### config.mk
export PLATFORM = sky130hd
export DESIGN_NAME = ldpc_cn_fu_flat
export DESIGN_NICKNAME = d
export VERILOG_FILES = /design/src/rtl/ldpc_cn_fu_pkg.sv /design/src/rtl/ldpc_cn_fu_if.sv /design/src/rtl/ldpc_cn_minfind.sv /design/src/rtl/ldpc_cn_fu.sv /design/src/flat_wrapper.sv
export SDC_FILE = /design/constraint.sdc
export NUM_CORES = 1
export LEC_CHECK = 0
export BUFFER_PORTS_ARGS = -buffer_cell sky130_fd_sc_hd__buf_2
export CAP_MARGIN = 30
export CORE_UTILIZATION = 43
export CTS_CLUSTER_SIZE = 28
export DETAILED_ROUTE_END_ITERATION = 7
export PLACE_DENSITY = 0.89
export SLEW_MARGIN = 15
export SYNTH_ARGS = -nofsm -noshare
export SYNTH_HDL_FRONTEND = slang
export SYNTH_HIERARCHICAL = 1
export SYNTH_SLANG_ARGS = --single-unit
### constraint.sdc
create_clock -name clk_i -period 2.9 [get_ports clk_i]
set_input_delay 0.435 -clock clk_i [delete_from_list [all_inputs] [get_ports clk_i]]
set_output_delay 0.435 -clock clk_i [all_outputs]
set_load 0.02 [all_outputs]
### src/rtl/ldpc_cn_fu_pkg.sv
// ---------------------------------------------------------------------------
// ldpc_cn_fu_pkg
// Shared types and constants for the LDPC check-node functional unit.
//   - fu_op_t / fu_data_t : slice of the ex_stage issue bus used by this unit
//   - cn_state_t          : accumulator occupancy state encoding
//   - cn_acc_t            : check-node accumulator contents
//   - cn_pack_result()    : packs an accumulator (with optional offset) into
//                           the XLEN result word returned on LDN_CN_RD
// Optional feature macro used by the unit: LDPC_CN_OFFSET_EN
// ---------------------------------------------------------------------------
package ldpc_cn_fu_pkg;

    localparam int XLEN          = 64;
    localparam int TRANS_ID_BITS = 3;

    // LLR width, saturated magnitude width and row degree
    localparam int Q        = 8;
    localparam int CN_MAG_W = 6;
    localparam int DEG_MAX  = 32;
    localparam int CN_CNT_W = $clog2(DEG_MAX) + 1;

    localparam logic [CN_MAG_W-1:0] CN_MAG_MAX = 6'd63;

    typedef enum logic [3:0] {
        ADD,
        SUB,
        LDN_MIN,
        LDN_ADDUSAT,
        LDN_SUBUSAT,
        LDN_CN_CLR,
        LDN_CN_ACC,
        LDN_CN_RD
    } fu_op_t;

    typedef struct packed {
        fu_op_t                   operation;
        logic [XLEN-1:0]          operand_a;
        logic [XLEN-1:0]          operand_b;
        logic [TRANS_ID_BITS-1:0] trans_id;
    } fu_data_t;

    // Occupancy FSM encoding
    typedef logic [1:0] cn_state_t;
    localparam cn_state_t CN_EMPTY = 2'd0;
    localparam cn_state_t CN_ACCUM = 2'd1;
    localparam cn_state_t CN_FULL  = 2'd2;

    typedef struct packed {
        logic [CN_MAG_W-1:0] min1;
        logic [CN_MAG_W-1:0] min2;
        logic [CN_CNT_W-1:0] idx;
        logic                sign;
        logic [CN_CNT_W-1:0] cnt;
        logic                ovf;
    } cn_acc_t;

    localparam cn_acc_t CN_ACC_RST = '{
        min1: CN_MAG_MAX,
        min2: CN_MAG_MAX,
        idx:  '0,
        sign: 1'b0,
        cnt:  '0,
        ovf:  1'b0
    };

    // Result layout: [5:0]=min1, [13:8]=min2, [16]=sign, [17]=ovf,
    // [31:24]=idx, [39:32]=cnt, everything else zero. A zero offset
    // reports the raw minima.
    function automatic logic [XLEN-1:0] cn_pack_result(cn_acc_t acc,
                                                      logic [CN_MAG_W-1:0] off);
        logic [XLEN-1:0] w_res;
        w_res        = '0;
        w_res[5:0]   = (acc.min1 > off) ? (acc.min1 - off) : '0;
        w_res[13:8]  = (acc.min2 > off) ? (acc.min2 - off) : '0;
        w_res[16]    = acc.sign;
        w_res[17]    = acc.ovf;
        w_res[31:24] = 8'(acc.idx);
        w_res[39:32] = 8'(acc.cnt);
        return w_res;
    endfunction

endpackage

### src/rtl/ldpc_cn_fu_if.sv
// ---------------------------------------------------------------------------
// ldpc_cn_fu_if
// Issue/writeback bus between ex_stage and the check-node unit.
//   fu_data_i   operator, operands and trans_id of the issued op
//   valid_i     fu_data_i valid for this unit
//   flush_i     kill in-flight result
//   ready_o     unit accepts an op this cycle
//   result_o    packed result (non-zero only for LDN_CN_RD)
//   valid_o     single-cycle completion pulse
//   trans_id_o  trans_id of the completing op
//   dbg_state_o accumulator occupancy state (observation only)
// Handshake: an op is taken on a cycle where valid_i & ready_o are both high;
// valid_i may rise without waiting for ready_o, and the issuer holds fu_data_i
// stable until it is taken. Each taken op completes exactly one cycle later.
// Modports: master = ex_stage issue side, slave = the functional unit.
// ---------------------------------------------------------------------------
interface ldpc_cn_fu_if
    import ldpc_cn_fu_pkg::*;
();
    fu_data_t                 fu_data_i;
    logic                     valid_i;
    logic                     flush_i;
    logic                     ready_o;
    logic [XLEN-1:0]          result_o;
    logic                     valid_o;
    logic [TRANS_ID_BITS-1:0] trans_id_o;
    cn_state_t                dbg_state_o;

    modport master (
        output fu_data_i, valid_i, flush_i,
        input  ready_o, result_o, valid_o, trans_id_o, dbg_state_o
    );

    modport slave (
        input  fu_data_i, valid_i, flush_i,
        output ready_o, result_o, valid_o, trans_id_o, dbg_state_o
    );
endinterface

### src/rtl/ldpc_cn_minfind.sv
// ---------------------------------------------------------------------------
// ldpc_cn_minfind
// Combinational saturating magnitude and min1/min2/index update for one LLR.
// Also used by the SIMD check-node variant in ex_stage.
// Ports:
//   i_llr   signed Q-bit LLR
//   i_min1  current smallest magnitude
//   i_min2  current second smallest magnitude
//   i_idx   position of current min1
//   i_cnt   position of this LLR in the row
//   o_mag   saturated magnitude of i_llr
//   o_min1/o_min2/o_idx  updated values
// ---------------------------------------------------------------------------
module ldpc_cn_minfind
    import ldpc_cn_fu_pkg::*;
(
    input  logic [Q-1:0]        i_llr,
    input  logic [CN_MAG_W-1:0] i_min1,
    input  logic [CN_MAG_W-1:0] i_min2,
    input  logic [CN_CNT_W-1:0] i_idx,
    input  logic [CN_CNT_W-1:0] i_cnt,
    output logic [CN_MAG_W-1:0] o_mag,
    output logic [CN_MAG_W-1:0] o_min1,
    output logic [CN_MAG_W-1:0] o_min2,
    output logic [CN_CNT_W-1:0] o_idx
);
    localparam logic [Q-1:0] LLR_MOST_NEG = {1'b1, {(Q-1){1'b0}}};
    localparam logic [Q-1:0] LLR_MAX_POS  = {1'b0, {(Q-1){1'b1}}};
    localparam logic [Q-1:0] MAG_MAX_Q    = Q'(CN_MAG_MAX);

    logic [Q-1:0] w_abs;

    always_comb begin
        // The most negative code has no positive twin; clamp it to +max.
        if (i_llr == LLR_MOST_NEG) begin
            w_abs = LLR_MAX_POS;
        end else if (i_llr[Q-1]) begin
            w_abs = ~i_llr + 1'b1;
        end else begin
            w_abs = i_llr;
        end

        if (w_abs > MAG_MAX_Q) begin
            o_mag = CN_MAG_MAX;
        end else begin
            o_mag = w_abs[CN_MAG_W-1:0];
        end

        // Strict compares: a tie with min1 only lands in min2, so idx keeps
        // the first occurrence of the minimum.
        o_min1 = i_min1;
        o_min2 = i_min2;
        o_idx  = i_idx;
        if (o_mag < i_min1) begin
            o_min2 = i_min1;
            o_min1 = o_mag;
            o_idx  = i_cnt;
        end else if (o_mag < i_min2) begin
            o_min2 = o_mag;
        end
    end

endmodule

### src/rtl/ldpc_cn_fu.sv
// ---------------------------------------------------------------------------
// ldpc_cn_fu
// Multi-cycle check-node functional unit. Streams one check-node row of
// signed LLRs (one per LDN_CN_ACC), tracking min1, min2, min1 index, sign
// parity, count and a sticky overflow flag. LDN_CN_RD returns the packed
// min-sum word; LDN_CN_CLR restarts the row.
// Ports:
//   clk_i   clock
//   rst_ni  asynchronous reset, active low
//   bus     ldpc_cn_fu_if.slave (fu_data_i, valid_i, flush_i, ready_o,
//           result_o, valid_o, trans_id_o, dbg_state_o)
// Optional feature: define LDPC_CN_OFFSET_EN to subtract operand_b[5:0]
// (offset-min-sum, floored at zero) from the reported minima on LDN_CN_RD.
// The stored accumulator is never modified by the offset.
// ---------------------------------------------------------------------------
module ldpc_cn_fu
    import ldpc_cn_fu_pkg::*;
(
    input  logic         clk_i,
    input  logic         rst_ni,
    ldpc_cn_fu_if.slave  bus
);
    localparam logic [CN_CNT_W-1:0] CNT_FULL = CN_CNT_W'(DEG_MAX);

    cn_state_t                r_state;
    cn_state_t                w_state_nxt;
    cn_acc_t                  r_acc;
    cn_acc_t                  w_acc_nxt;
    logic                     r_valid;
    logic [XLEN-1:0]          r_result;
    logic [XLEN-1:0]          w_result_nxt;
    logic [TRANS_ID_BITS-1:0] r_tid;

    logic                     w_is_cn;
    logic                     w_accept;
    logic [CN_MAG_W-1:0]      w_off;
    logic [CN_CNT_W-1:0]      w_cnt_inc;
    logic [CN_MAG_W-1:0]      w_mag;
    logic [CN_MAG_W-1:0]      w_min1;
    logic [CN_MAG_W-1:0]      w_min2;
    logic [CN_CNT_W-1:0]      w_idx;
    logic                     w_unused;

    assign w_is_cn = (bus.fu_data_i.operation == LDN_CN_CLR) ||
                     (bus.fu_data_i.operation == LDN_CN_ACC) ||
                     (bus.fu_data_i.operation == LDN_CN_RD);

    // Held low in reset; a flush in the issue cycle refuses the op.
    assign bus.ready_o = rst_ni & ~bus.flush_i;
    // Ops for other units share the bus and are silently ignored.
    assign w_accept    = bus.valid_i & bus.ready_o & w_is_cn;

`ifdef LDPC_CN_OFFSET_EN
    assign w_off = bus.fu_data_i.operand_b[CN_MAG_W-1:0];
`else
    assign w_off = '0;
`endif

    assign w_unused = ^{bus.fu_data_i.operand_a[XLEN-1:Q], bus.fu_data_i.operand_b, w_mag};

    assign w_cnt_inc = r_acc.cnt + 1'b1;

    ldpc_cn_minfind u_minfind (
        .i_llr  (bus.fu_data_i.operand_a[Q-1:0]),
        .i_min1 (r_acc.min1),
        .i_min2 (r_acc.min2),
        .i_idx  (r_acc.idx),
        .i_cnt  (r_acc.cnt),
        .o_mag  (w_mag),
        .o_min1 (w_min1),
        .o_min2 (w_min2),
        .o_idx  (w_idx)
    );

    always_comb begin
        w_state_nxt  = r_state;
        w_acc_nxt    = r_acc;
        w_result_nxt = '0;
        if (w_accept) begin
            case (bus.fu_data_i.operation)
                LDN_CN_CLR: begin
                    w_state_nxt = CN_EMPTY;
                    w_acc_nxt   = CN_ACC_RST;
                end
                LDN_CN_ACC: begin
                    if (r_state == CN_FULL) begin
                        // Row already holds DEG_MAX entries: drop the LLR
                        // but remember that software overran the row.
                        w_acc_nxt.ovf = 1'b1;
                    end else begin
                        w_acc_nxt.min1 = w_min1;
                        w_acc_nxt.min2 = w_min2;
                        w_acc_nxt.idx  = w_idx;
                        w_acc_nxt.sign = r_acc.sign ^ bus.fu_data_i.operand_a[Q-1];
                        w_acc_nxt.cnt  = w_cnt_inc;
                        w_state_nxt    = (w_cnt_inc == CNT_FULL) ? CN_FULL : CN_ACCUM;
                    end
                end
                LDN_CN_RD: begin
                    w_result_nxt = cn_pack_result(r_acc, w_off);
                end
                default: begin
                end
            endcase
        end
    end

    always_ff @(posedge clk_i or negedge rst_ni) begin
        if (!rst_ni) begin
            r_state  <= CN_EMPTY;
            r_acc    <= CN_ACC_RST;
            r_valid  <= 1'b0;
            r_result <= '0;
            r_tid    <= '0;
        end else begin
            r_state  <= w_state_nxt;
            r_acc    <= w_acc_nxt;
            r_valid  <= w_accept;
            r_result <= w_result_nxt;
            if (w_accept) begin
                r_tid <= bus.fu_data_i.trans_id;
            end
        end
    end

    // A flush during the completion cycle kills the result; the accumulator
    // update already happened and is intentionally not rolled back.
    assign bus.valid_o     = r_valid & ~bus.flush_i;
    assign bus.result_o    = r_result;
    assign bus.trans_id_o  = r_tid;
    assign bus.dbg_state_o = r_state;

endmodule

### src/flat_wrapper.sv
// flat-port wrapper written by rule: the top's interface ports become plain ports
module ldpc_cn_fu_flat import ldpc_cn_fu_pkg::*;
  (clk_i, rst_ni, bus_fu_data_i, bus_valid_i, bus_flush_i, bus_ready_o, bus_result_o, bus_valid_o, bus_trans_id_o, bus_dbg_state_o);
  ldpc_cn_fu_if bus_i ();
  input  logic clk_i;
  input  logic rst_ni;
  input wire logic [$bits(bus_i.fu_data_i)-1:0] bus_fu_data_i;
  input wire logic [$bits(bus_i.valid_i)-1:0] bus_valid_i;
  input wire logic [$bits(bus_i.flush_i)-1:0] bus_flush_i;
  output wire logic [$bits(bus_i.ready_o)-1:0] bus_ready_o;
  output wire logic [$bits(bus_i.result_o)-1:0] bus_result_o;
  output wire logic [$bits(bus_i.valid_o)-1:0] bus_valid_o;
  output wire logic [$bits(bus_i.trans_id_o)-1:0] bus_trans_id_o;
  output wire logic [$bits(bus_i.dbg_state_o)-1:0] bus_dbg_state_o;
  assign bus_i.fu_data_i = bus_fu_data_i;
  assign bus_i.valid_i = bus_valid_i;
  assign bus_i.flush_i = bus_flush_i;
  assign bus_ready_o = bus_i.ready_o;
  assign bus_result_o = bus_i.result_o;
  assign bus_valid_o = bus_i.valid_o;
  assign bus_trans_id_o = bus_i.trans_id_o;
  assign bus_dbg_state_o = bus_i.dbg_state_o;
  ldpc_cn_fu u_core (.clk_i(clk_i), .rst_ni(rst_ni), .bus(bus_i));
endmodule
Yosys cells after proc, flatten, opt, wreduce, memory -nomap -nowiden
Cells that the tools add are included.
Widths: inputs -> output; s select.
{"block": "classes", "n_addsub": 2, "magnitude_cmp": 5, "n_eq_ne": 10, "n_mux": 17, "bitwise": 7, "n_reduce_logical": 7}
{"operator": "$mux 64", "count": 1}
{"operator": "$pmux 26 s2", "count": 1}
{"operator": "$mux 6", "count": 7}
{"operator": "$mux 38", "count": 1}
{"operator": "$mux 25", "count": 1}
{"operator": "$mux 8", "count": 2}
{"operator": "$eq 4x3->1 const B", "count": 3}
{"operator": "$gt 6x1->1 const B", "count": 2}
{"operator": "$lt 6x6->1", "count": 2}
{"operator": "$add 8x1->8 const B", "count": 1}
{"operator": "$eq 8x8->1 const B", "count": 1}
{"operator": "$gt 8x6->1 const B", "count": 1}
{"operator": "$not 8->8", "count": 1}
{"operator": "$reduce_and 4->1", "count": 2}
{"operator": "$add 6x1->6 const B", "count": 1}
{"operator": "$eq 6x6->1 const B", "count": 1}
{"operator": "$ne 2x2->1 const B", "count": 3}
{"operator": "$reduce_and 3->1", "count": 2}
{"operator": "$and 1x1->1", "count": 4}
{"operator": "$mux 2", "count": 2}
{"operator": "$pmux 2 s2", "count": 1}
{"operator": "$ne 3x3->1 const B", "count": 1}
{"operator": "$eq 2x2->1 const B", "count": 1}
{"operator": "$logic_or 1x1->1", "count": 2}
{"operator": "other kinds (4)", "count": 4}
{"block": "word_totals", "reg_bits": 96, "inputBits": 139, "out_inout_bits": 71}

Longest topological paths before layout
Gate-level depths: netlist of run 1.
{"block": "depth", "ltp_word": 11, "ltp_mapped": 14, "depth_no_buf": 12}

Hierarchy
Netlist of run 1, hierarchy kept.
{"module": "ldpc_cn_fu", "instances": 1, "cells_per_inst": 206, "area_each_um2": 2538.7, "seq_area_each_um2": 1466.4}
{"module": "ldpc_cn_minfind", "instances": 1, "cells_per_inst": 110, "area_each_um2": 793.3, "seq_area_each_um2": 0.0}

Worst setup path before layout of run 1
No wires, ideal clock.
{"block": "synth_timing", "kind": "input-to-reg", "start": "input bus_fu_data_i[67]", "end": "register u_core/r_acc[10] (netlist bit)", "setup_ns": 0.121, "arrival_time_ns": 3.235, "path_slack_ns": -0.456, "stages": 12, "n_path_buf": 1, "cell_sequence": "inv_1 > ha_1 > or3b_4 > o211a_1 > o21ai_0 > ha_1 > a211oi_1 > o22ai_1 > o22ai_2 > buf_6 > mux2_4 > a22o_1"}
{"block": "synth_via", "elab_chain_cells": 9, "word_cells_on_any_way": 10, "classes_between": "add/sub (1); order compare (2); eq/ne (2); mux (3); bitwise (1); reduce/logical (1)"}
{"element": "start, declared", "line": "flat_wrapper.sv:7", "source": "input wire logic [$bits(bus_i.fu_data_i)-1:0] bus_fu_data_i;"}
{"element": "$not 8->8", "line": "ldpc_cn_minfind.sv:38", "source": "w_abs = ~i_llr + 1'b1;"}
{"element": "$add 8x1->8", "line": "ldpc_cn_minfind.sv:38"}
{"element": "$mux 8", "line": "ldpc_cn_minfind.sv:37", "source": "end else if (i_llr[Q-1]) begin"}
{"element": "$mux 8 (*)", "line": "ldpc_cn_minfind.sv:35", "source": "if (i_llr == LLR_MOST_NEG) begin"}
{"element": "$gt 8x6->1", "line": "ldpc_cn_minfind.sv:43", "source": "if (w_abs > MAG_MAX_Q) begin"}
{"element": "$mux 6 (*)", "line": "ldpc_cn_minfind.sv:43"}
{"element": "named net u_core.w_mag[3]", "line": "ldpc_cn_fu.sv:38", "source": "logic [CN_MAG_W-1:0] w_mag;"}
{"element": "$lt 6x6->1 (*)", "line": "ldpc_cn_minfind.sv:54", "source": "if (o_mag < i_min1) begin"}
{"element": "$ne 2x2->1 (no line) (*)"}
{"element": "$reduce_and 4->1 (no line) (*)"}
{"element": "end signal, assigned", "line": "ldpc_cn_fu.sv:117", "source": "r_acc <= w_acc_nxt;"}
{"element": "end, declared", "line": "ldpc_cn_fu.sv:27", "source": "cn_acc_t r_acc;"}
The timed path passes the listed nets; every way through them passes the cells marked *.
A chain may end at the register's enable or synchronous reset.

Worst setup path in the final report of run 1
{"block": "layout_timing", "start": "input bus_fu_data_i[67]", "end": "register u_core/r_acc[19] (netlist bit)"}
{"block": "layout_via", "elab_chain_cells": 10, "word_cells_on_any_way": 15, "classes_between": "add/sub (1); order compare (3); eq/ne (2); mux (7); bitwise (1); reduce/logical (1)"}
{"element": "$not 8->8", "line": "ldpc_cn_minfind.sv:38"}
{"element": "$add 8x1->8", "line": "ldpc_cn_minfind.sv:38"}
{"element": "$mux 8", "line": "ldpc_cn_minfind.sv:37"}
{"element": "$mux 8 (*)", "line": "ldpc_cn_minfind.sv:35"}
{"element": "$gt 8x6->1", "line": "ldpc_cn_minfind.sv:43"}
{"element": "$mux 6 (*)", "line": "ldpc_cn_minfind.sv:43"}
{"element": "named net u_core.w_mag[5]", "line": "ldpc_cn_fu.sv:38"}
{"element": "$lt 6x6->1 / $mux 6 (equally long branches)", "line": "ldpc_cn_minfind.sv:54, ldpc_cn_minfind.sv:58"}
{"element": "$mux 6 (*)", "line": "ldpc_cn_minfind.sv:54"}
{"element": "named net u_core.w_min2[5]", "line": "ldpc_cn_fu.sv:40", "source": "logic [CN_MAG_W-1:0] w_min2;"}
{"element": "$mux 25 (*)", "line": "ldpc_cn_fu.sv:86", "source": "if (r_state == CN_FULL) begin"}
{"element": "$pmux 26 s2 (*)", "line": "ldpc_cn_fu.sv:80", "source": "case (bus.fu_data_i.operation)"}
The timed path passes the listed nets; every way through them passes the cells marked *. The select of a mux whose other input is x is not followed.

==> results of run 1 <==
==> worst paths after layout <==
path / startpoint / end / slack, ns / cells past startpoint
hold / removal: rst_ni / u_core/r_acc[12]$_DFFE_PN0P_ / 0.32 / 2
setup / recovery: bus_fu_data_i[67] / u_core/r_acc[19]$_DFFE_PN1P_ / -0.07 / 14
max in group asynchronous: rst_ni / u_core/bus.result_o[11]$_DFF_PN0_ / 2.12 / 2
min in group clk_i: bus_fu_data_i[1] / u_core/bus.trans_id_o[1]$_DFFE_PN0P_ / 0.33 / 2
setup reg to reg: u_core/r_acc[23]$_DFFE_PN1P_ / u_core/r_acc[8]$_DFFE_PN0P_ / 0.55 / 8
hold reg to reg: u_core/bus.trans_id_o[0]$_DFFE_PN0P_ / u_core/bus.trans_id_o[0]$_DFFE_PN0P_ / 0.51 / 1
==> layout by cell type, fill, tap and decap left out, types with 3 or more instances in the layout <==
cell type  count
buf_2         49
dfrtp_1       46
conb_1        38
and2_1        26
buf_4         26
o22a_1        12
nand2_1       12
dfstp_2       12
clkbuf_8      11
a21oi_1       11
inv_1         11
a22o_1         9
nor2_1         8
o21ai_1        8
ha_1           8
nor2b_1        7
nand2b_1       7
o31ai_1        7
mux2_4         7
buf_6          5
nor3_1         5
and3_1         4
o21ai_2        4
ha_4           4
a31oi_1        3
mux2_2         3
o21ai_0        3
==> kinds of logic after synthesis <==
family | synth area share
mux | 0.0447
other cells | 0.00113
buf+inv | 0.125
compound gates | 0.172
simple gates | 0.164
fa+ha+maj | 0.0451
flops | 0.440
xor+xnor | 0.00789
==> metrics by stage <==
| stage | util | power (uW) |
|---|---|---|
| 2_1_floorplan | - | 1580 |
| 3_3_place_gp | 0.515 | 1730 |
| 3_5_place_dp | 0.515 | 1760 |
| 4_1_cts | 0.547 | 2630 |
| 5_1_grt | 0.566 | 2930 |
| 6_report | 0.566 | 2800 |
==> layout make-up <==
cell class                      instances  share of cell area
Clock buffer                           12              0.0372
Clock inverter                          4              0.0177
Timing Repair Buffer                   82               0.127
Sequential cell                        58               0.352
Inverter                               13              0.0129
Tap cell                               99              0.0297
Multi-Input combinational cell        231               0.423
Antenna cell                            1            0.000600
==> state kept, by name (all words and copies together) (netlist names) <==
name / count
u_core/bus.trans_id_o: 3
u_core/bus.result_o: 26
u_core/r_acc: 26
u_core/r_valid: 1
u_core/bus.dbg_state_o: 2
==> worst reg2reg max path, stage by stage (launching register included) <==
cell      delay, ns
dfstp_2        0.56
inv_1          0.08
ha_4           0.26
a211oi_4       0.27
o22ai_2        0.12
o22ai_2        0.26
buf_12         0.18
mux2_4         0.30
a22o_1         0.21
==> power by group through the flow <==
stage               Clock, uW  Sequential, uW  Combinational [uW]
global route              900            1000                1030
finish                    852             992                 955
detailed placement          0            1000                 764
global placement            0             996                 737
CTS                       863             987                 777
floorplan                   0             991                 586
==> timing repair <==
item	4_1_cts	5_1_grt
gates resized for setup	2	26
pin swaps	0	14
setup buffers	0	6
hold buffers	0	0
setup endpoints to repair	4	16
cloned	0	0
==> metal layers <==
metal	vias to the layer above	part of all wire	track usage
li1	1202	-	-
met1	1251	0.42	0.223
met2	110	0.49	0.290
met3	18	0.061	0.0491
met4	0	0.029	0.0874
met5	-	0	0
==> summary.md, run 1 <==
| Metric | Value |
|---|---|
| Outcome | `finished, violations left` |
| Failing checks | `negative setup slack` |
| Routed len/inst | `14.9 um` |
| # port buffers | `51` |
| CP arrival | `3.25 ns` |
| Ys Warns | `6` |
| Top cell type by total area after synthesis | `dfrtp_1` |
| Reg power frac | `0.354` |
| Mapped Area | `roughly 3300 um2` |
| Mapped Cells | `316` |
| Worst-Skew Late Latency | `0.34 ns` |
| Fmax | `0.336 GHz` |
| Final setup viols | `8` |
| Dpl cells | `about 480` |
| Switching share of total power | `0.324` |
| Worst hold path type | `input port to asynchronous set/reset pin` |
| Initial DRT Pass Iterations | `5` |
| Syn Area/Cell | `10.5 um2` |
| Die Ht | `roughly 90 um` |
| Synth top cells by count | `dfrtp_1 (46), buf_4 (38), and2_1 (26)` |
| Layout cells sized above 1 | `0.395` |
| Sink Count | `58` |
| First-pass GRT wire length | `11.6 mm` |
| Synth area leaders | `dfrtp_1 (35%), dfstp_2 (9.5%), buf_4 (8.6%)` |
| Final GP Congestion | `0.831` |
| Worst clock skew | `0.0121 ns` |
| Slew margin rel. | `0.435` |
| Post-DRT Antenna Nets | `0` |
| Largest net degree at the start of global routing | `60` |
| Critical Path Slowest Stage Cell | `or3b_4` |
| GRT overflow | `0` |
| Distinct cells, synth | `54` |
| Total number of vias | `approximately 2,600` |
| Root buf cell | `clkbuf_8` |
| Number of max-cap violations | `0` |
| DRC | `0` |
| Clock buffer depth | `2` |
| Crit-path cells | `buf_6 -> inv_4 -> ha_4 -> or3b_4 -> o211a_4 -> o2111ai_4 -> ha_1 -> and4_4 -> o21a_1 -> buf_4 -> o21a_2 -> nor3_1 -> o31ai_2 -> o22a_1` |
| NumNets Final | `about 550` |
| Seq/Total Area, Yosys | `0.440` |
| Worst-path fanout max | `5` |
| Least-Margin Pin Slew | `0.841 ns` |
| Setup Crit Path Kind | `input port to flop` |
| Place WS | `-0.362 ns` |
| Most instantiated library cell after synthesis | `dfrtp_1` |
| CTS Buf Count | `9` |
| Initial DRC count | `116` |
| Worst Path Required | `3.17 ns` |
| Peak supply drop | `0.000273 V` |
| Clock power share | `0.304` |
| DP HPWL | `4.96 mm` |
| Area of the multi-input gates | `1760 um2` |
| Die Footprint | `a little over 8000 um2` |
| CTS clk-pin slew, worst paths | `about 0.070 ns` |
| Cell area after placement | `between 3000 and 4000 um2` |
| Antenna violations before repair | `1` |
| Row count | `31` |
| Combinational power share | `0.341` |
| Die Span X | `~90 um` |
| CP delay by family, top | `compound AO/OA/AOI/OAI gates` |
| GRT Overall Usage | `0.180` |
| Static leakage | `0.00203 uW` |
| CTS H-Tree Depth | `3` |
| WHS | `0.315 ns` |
| # IOs | `210` |
| Reported net switching power | `908 uW` |
| Vias in the first global route | `2,377` |
| Register area | `approximately 1500 um2` |
| Area grow syn2layout | `25.2%` |
| Synth top area share | `0.345` |
| Core region area | `7370 um2` |
| CP startpoint kind | `input port` |
| Pins Over Slew Limit | `0` |
| PnR worst setup slack | `-0.0740 ns` |
| Power Density | `approximately 670 nW/um2` |
| Post-synth ARST share | `1.00` |
| EDFF count, synth | `0` |
| CTS tree | `yes` |
| Number of synthesized register bits | `58` |
| Worst Path Buf+Inv | `3` |
| Starting Density | `0.452` |
| P_int | `~1900 uW` |
| Post-Layout Cell Count | `500` |
| Top FF cell, synth | `dfrtp_1` |
| Period utilization | `1.03` |
| Filler Cells Inserted | `618` |
| Vias per Instance | `5.16` |
| Setup TNS | `-0.401 ns` |
| Final hold vios | `0` |
| Tmin final | `between 2 and 3 ns` |
| Unrepaired setup endpoints after global routing | `yes` |
| Design area | `4170 um2` |
| Setup crit end kind | `flop` |
| Total wire length | `7.44 mm` |
| Crit path largest cell delay | `0.40 ns` |
Note: power is estimated with default switching activity, not from simulation.
==> run 2, diff against run 1 <==
- ABC_AREA: not set -> 1
- CELL_PAD_IN_SITES_DETAIL_PLACEMENT: not set -> 1
- CELL_PAD_IN_SITES_GLOBAL_PLACEMENT: not set -> 1
- CORE_UTILIZATION: 43 -> 30
==> summary.md, run 2 <==
| Metric | Value |
|---|---|
| Outcome | `complete, no violations` |
| Worst hold path type | `input port to flop` |
| R2R cell count | `11` |
| Area grow syn2layout | `16.2%` |
| # IOs | `210` |
| Most frequent cells in the layout | `nand2_1 (96), inv_1 (60), buf_2 (51)` |
| Antenna violations before repair | `0` |
| P_int | `approximately 1900 uW` |
| Most instantiated library cell after synthesis | `nand2_1` |
| Sink Count | `58` |
| Routed len/inst | `13.0 um` |
| Reported net switching power | `1010 uW` |
| NumNets Final | `632` |
| Hold Buf Count CTS | `0` |
| Initial DRT Pass Iterations | `4` |
| Top FF cell, synth | `dfrtp_1` |
| Core region area | `11,000 um2` |
| Worst Path Required | `3.14 ns` |
| Mapped Area | `around 3400 um2` |
| # diodes | `0` |
| Post-Layout Cell Count | `roughly 630` |
| Fmax | `0.365 GHz` |
| Mapped Cells | `422` |
| Clock power share | `0.352` |
| CTS H-Tree Depth | `3` |
| Total number of vias | `~2,700` |
| EDFF count, synth | `0` |
| Tmin final | `2.74 ns` |
| CTS clk-pin slew, worst paths | `0.05 ns` |
| Peak supply drop | `between 0.0002 and 0.0003 V` |
| Switching share of total power | `0.344` |
| Number of synthesized register bits | `between 50 and 60` |
| Worst-path fanout max | `20` |
| Unrepaired setup endpoints after global routing | `no` |
| Starting Density | `0.312` |
| DP HPWL | `5.93 mm` |
| Layout cells sized above 1 | `0.241` |
| Syn Area/Cell | `about 8.1 um2` |
| WHS | `~0.32 ns` |
| Seq/Total Area, Yosys | `0.429` |
| GRT overflow | `0` |
| Post-DRT Antenna Nets | `0` |
| Synth top area share | `0.336` |
| Clock buffer depth | `2` |
| Total wire length | `8.16 mm` |
| Vias in the first global route | `2,852` |
| Filler Cells Inserted | `between 1,000 and 1,500` |
| Most common cell after layout, fill and taps aside | `nand2_1` |
| Post-synth ARST share | `1.00` |
| Cell area after placement | `around 3700 um2` |
| CTS Buf Count | `9` |
| Row count | `38` |
| CTS tree | `yes` |
| Static leakage | `0.00225 uW` |
| Vias per Instance | `4.38` |
| First-pass GRT wire length | `13.8 mm` |
| CP arrival | `2.98 ns` |
| GRT Overall Usage | `0.151` |
| Root buf cell | `clkbuf_16` |
| Final GP Congestion | `0.808` |
| Combinational power share | `0.293` |
| Final setup viols | `0` |
| Top cell type by total area after synthesis | `dfrtp_1` |
| Critical Path Slowest Stage Cell | `ha_1` |
| Overall power | `2920 uW` |
| Slew margin rel. | `0.506` |
| Ys Warns | `6` |
| Largest net degree at the start of global routing | `59` |
| Crit-path cells | `buf_2 -> inv_1 -> ha_1 -> nand3_1 -> nand2_2 -> nand2_4 -> o21ai_0 -> nor2_1 -> inv_1 -> ha_1 -> nand2_1 -> nor2_1 -> a211oi_2 -> nand2_4 -> inv_2 -> nand2_1 -> nand2_1 -> o21ai_0 -> o21ai_0` |
| Initial DRC count | `between 80 and 90` |
| Hold-critical path depth | `3` |
| Period utilization | `0.944` |
| Power Density | `735 nW/um2` |
| Distinct cells, synth | `32` |
| Synth area leaders | `dfrtp_1 (34%), nand2_1 (11%), dfstp_2 (9.2%)` |
| Worst clock skew | `0.00625 ns` |
| Die Ht | `109 um` |
| Number of max-cap violations | `0` |
| Crit path largest cell delay | `0.32 ns` |
| Pins Over Slew Limit | `0` |
| # port buffers | `51` |
| Die Span X | `109 um` |
| Setup crit end kind | `flop` |
| Worst-Skew Late Latency | `0.32 ns` |
| Synth top cells by count | `nand2_1 (96), inv_1 (60), dfrtp_1 (46)` |
| Die Footprint | `approximately 12,000 um2` |
| Reg power frac | `0.355` |
| Final hold vios | `0` |
| Setup TNS | `0 ns` |
| Design area | `3980 um2` |
| Setup Crit Path Kind | `input port to flop` |
| DRC | `0` |
| CP startpoint kind | `input port` |
| Least-Margin Pin Slew | `0.741 ns` |
| Dpl cells | `609` |
## run 2: cell type report
cell class / count / area [um2] / area share
flip-flops and latches: 58 / 1470 / 0.369
well taps: 140 / 175 / 0.0440
clock buffers: 13 / 250 / 0.0629
clock inverters: 3 / 40.0 / 0.0101
repair buffers: 60 / 323 / 0.0812
inverters: 62 / 233 / 0.0585
multi-input cells: 290 / 1490 / 0.375
## run 2: path summary, 6_finish.rpt
| kind | start | to | slack (ns) |
|---|---|---|---|
| min | bus_fu_data_i[0] | u_core/bus.trans_id_o[0]$_DFFE_PN0P_ | 0.32 |
| min in group asynchronous | rst_ni | u_core/bus.result_o[25]$_DFF_PN0_ | 0.37 |
| max | bus_fu_data_i[67] | u_core/r_acc[19]$_DFFE_PN1P_ | 0.16 |
| min reg2reg | u_core/r_acc[0]$_DFFE_PN0P_ | u_core/bus.result_o[17]$_DFF_PN0_ | 0.49 |
| max in group asynchronous | rst_ni | u_core/r_acc[13]$_DFFE_PN0P_ | 2.03 |
| max reg2reg | u_core/r_acc[23]$_DFFE_PN1P_ | u_core/r_acc[19]$_DFFE_PN1P_ | 0.55 |
## run 2: cells by family (layout without fill, tap and decap cells)
| kind of cell | Yosys count | after routing | share of synthesized area |
|---|---|---|---|
| other cells | 1 | 38 | 0.00110 |
| flops | 58 | 58 | 0.429 |
| compound gates | 57 | 57 | 0.100 |
| xor+xnor | 4 | 4 | 0.0102 |
| simple gates | 179 | 179 | 0.238 |
| fa+ha+maj | 12 | 12 | 0.0439 |
| buf+inv | 111 | 138 | 0.178 |
## run 2: worst max-delay path: cells and delay by family
kind,cells,cell delay [ns]
simple gates,9,1.00
fa+ha+maj,2,0.55
buf+inv,4,0.47
compound gates,4,0.52
## run 2: metrics by stage
| step | util | setup slack (ns) |
|---|---|---|
| after floorplan | - | 0.225 |
| after global placement | 0.335 | -0.0388 |
| after detailed placement | 0.335 | -0.286 |
| after CTS | 0.361 | 0.0307 |
| after global routing | 0.362 | 0.0161 |
| final | 0.362 | 0.164 |
## run 2: per-layer routing
layer / up-vias / part of all wire / GRT usage / routed length (um)
met4: 0 / 0.016 / 0.0589 / 129
met5: - / 0 / 0 / 0
li1: 1344 / - / - / -
met2: 87 / 0.48 / 0.249 / 3930
met1: 1304 / 0.45 / 0.189 / 3670
met3: 10 / 0.052 / 0.0377 / 428
## run 2: power by group through the flow
stage               combinational (uW)  sequential [uW]  clock, uW
global route                       967             1050       1090
CTS                                837             1040       1060
detailed placement                 826             1050          0
floorplan                          654             1040          0
global placement                   765             1040          0
finish                             856             1040       1030
## run 2: repair_timing
action / 4_1_cts / 5_1_grt
resized for setup: 0 / 1
setup buffers: 0 / 1
endpoints found under the setup margin: 0 / 13
==> run 3, diff against run 2 <==
- CELL_PAD_IN_SITES_DETAIL_PLACEMENT: 1 -> not set
- CELL_PAD_IN_SITES_GLOBAL_PLACEMENT: 1 -> not set
- CORE_UTILIZATION: 30 -> 44
- PLACE_DENSITY: 0.89 -> 0.9
==> summary.md, run 3 (same netlist as run 2, synthesis figures left out) <==
| Metric | Value |
|---|---|
| Outcome | `complete, no violations` |
| DRC | `0` |
| CTS H-Tree Depth | `3` |
| CP delay by family, top | `simple AND/OR/NAND/NOR gates` |
| Antenna violations before repair | `1` |
| Hold-critical path depth | `3` |
| Final setup viols | `0` |
| R2R cell count | `11` |
| Die Footprint | `8130 um2` |
| CP arrival | `between 2 and 3 ns` |
| Setup Crit Path Kind | `input port to flop` |
| Setup TNS | `0 ns` |
| Worst Path Buf+Inv | `4` |
| Final GP Congestion | `0.907` |
| Most frequent cells in the layout | `nand2_1 (96), inv_1 (60), buf_2 (51)` |
| Period utilization | `0.887` |
| Post-DRT Antenna Nets | `0` |
| Routed len/inst | `11.5 um` |
| Filler Cells Inserted | `703` |
| Peak supply drop | `0.000336 V` |
| Crit-path cells | `buf_2 -> inv_1 -> ha_1 -> nand3_1 -> nand2_2 -> nand2_4 -> o21ai_0 -> nor2_1 -> inv_1 -> ha_1 -> nand2_1 -> nor2_1 -> a211oi_2 -> nand2_4 -> inv_2 -> nand2_1 -> nand2_1 -> o21ai_0 -> o21ai_0` |
| Area grow syn2layout | `10.8%` |
| PnR worst setup slack | `around 0.33 ns` |
| Critical Path Slowest Stage Cell | `ha_1` |
| Initial DRT Pass Iterations | `5` |
| Power Density | `649 nW/um2` |
| WHS | `0.296 ns` |
| Sink Count | `between 50 and 60` |
| Area of the multi-input gates | `1490 um2` |
| DP HPWL | `4.81 mm` |
| CTS clk-pin slew, worst paths | `around 0.060 ns` |
| Crit Reg-Reg Startpoint | `u_core/r_acc[23]$_DFFE_PN1P_` |
| # port buffers | `51` |
| Pins Over Slew Limit | `0` |
| Register area | `1470 um2` |
| GRT Overall Usage | `0.176` |
| Root buf cell | `clkbuf_8` |
| Layout cells sized above 1 | `0.241` |
| Most common cell after layout, fill and taps aside | `nand2_1` |
| Initial DRC count | `284` |
| Vias in the first global route | `2,489` |
| Least-Margin Pin Slew | `0.699 ns` |
| Number of max-cap violations | `0` |
| CTS tree | `yes` |
| # diodes | `0` |
| Worst Path Required | `3.16 ns` |
| Final hold vios | `0` |
| Static leakage | `about 0.0022 uW` |
| Row count | `31` |
| CTS Buf Count | `9` |
| Slew margin rel. | `0.534` |
| Core region area | `7370 um2` |
| Total number of vias | `approximately 2,800` |
| Unrepaired setup endpoints after global routing | `no` |
| First-pass GRT wire length | `~11 mm` |
| Worst hold start | `bus_fu_data_i[0]` |
| Hold Buf Count CTS | `0` |
| Place WS | `-0.147 ns` |
| CP startpoint kind | `input port` |
| GRT overflow | `0` |
| Vias per Instance | `4.75` |
| Worst-Skew Late Latency | `0.34 ns` |
| Die Span X | `about 90 um` |
| Die Ht | `90.2 um` |
| Worst clock skew | `0.00792 ns` |
| Flop2flop setup slack | `0.70 ns` |
| Crit path largest cell delay | `0.31 ns` |
| NumNets Final | `between 600 and 700` |
| Tmin final | `2.57 ns` |
| Clock buffer depth | `2` |
| Fmax | `0.389 GHz` |
| Worst-path fanout max | `20` |
| Setup crit end kind | `flop` |
| WP depth | `19` |
| # IOs | `210` |
| Critical Path Source | `bus_fu_data_i[67]` |
| Starting Density | `0.464` |
| Largest net degree at the start of global routing | `59` |
| Total wire length | `between 6 and 7 mm` |
| Worst hold path type | `input port to flop` |
| Final core occ | `0.514` |
[run 3: cell count changes in the layout (fill, tap and decap cells not counted)]
cell / delta
buf_4: -1
bufinv_16: -1
clkbuf_1: -1
clkbuf_16: -9
clkbuf_8: +8
clkinv_2: +1
clkinv_4: +1
clkinvlp_4: +1
[run 3: power breakdown]
group          switching, uW  internal [uW]
clock network            318            306
registers               89.5            945
logic                    525            276
total                    932           1530
[run 3: through the flow]
| stage | instances | total power (uW) | area, um2 |
|---|---|---|---|
| after floorplan | 459 | 1690 | 3560 |
| after global placement | 568 | 1790 | 3620 |
| after detailed placement | 568 | 1830 | 3620 |
| after CTS | 584 | 2460 | 3790 |
| after global routing | 584 | 2630 | 3790 |
| final | 584 | 2460 | 3790 |
[run 3: repair_timing]
action | CTS | global route
endpoints found under the setup margin | 0 | 4
resized for setup | 0 | 1
setup buffers | 0 | 0
[run 3: per-layer routing]
| layer | vias up | share of wire | GRT usage |
|---|---|---|---|
| met3 | 21 | 0.075 | 0.0482 |
| met5 | - | 0.0019 | 0 |
| li1 | 1347 | - | - |
| met2 | 131 | 0.44 | 0.275 |
| met1 | 1271 | 0.45 | 0.214 |
| met4 | 2 | 0.031 | 0.110 |
[run 3: worst register-to-register path: stages, from the launching register on]
cell      delay (ns)
dfstp_2         0.57
inv_1           0.05
ha_1            0.30
a21oi_1         0.16
nor2_1          0.06
a211oi_2        0.22
nand2_4         0.19
inv_2           0.23
nand2_1         0.08
nand2_1         0.06
o21ai_0         0.07
o21ai_0         0.11
[run 3: cell type report]
class / count / area share
clock inverter: 5 / 0.00825
multi-input combinational: 290 / 0.393
inverter: 62 / 0.0614
clock buffer: 11 / 0.0347
timing repair buffer: 59 / 0.0832
tap: 99 / 0.0327
sequential: 58 / 0.387
[run 3: final timing paths]
| kind | to |
|---|---|
| min in group asynchronous | u_core/r_acc[12]$_DFFE_PN0P_ |
| min reg2reg | u_core/bus.result_o[13]$_DFF_PN0_ |
| min | u_core/bus.trans_id_o[0]$_DFFE_PN0P_ |
| max | u_core/r_acc[19]$_DFFE_PN1P_ |
| max in group asynchronous | u_core/r_acc[0]$_DFFE_PN0P_ |
| max reg2reg | u_core/r_acc[19]$_DFFE_PN1P_ |
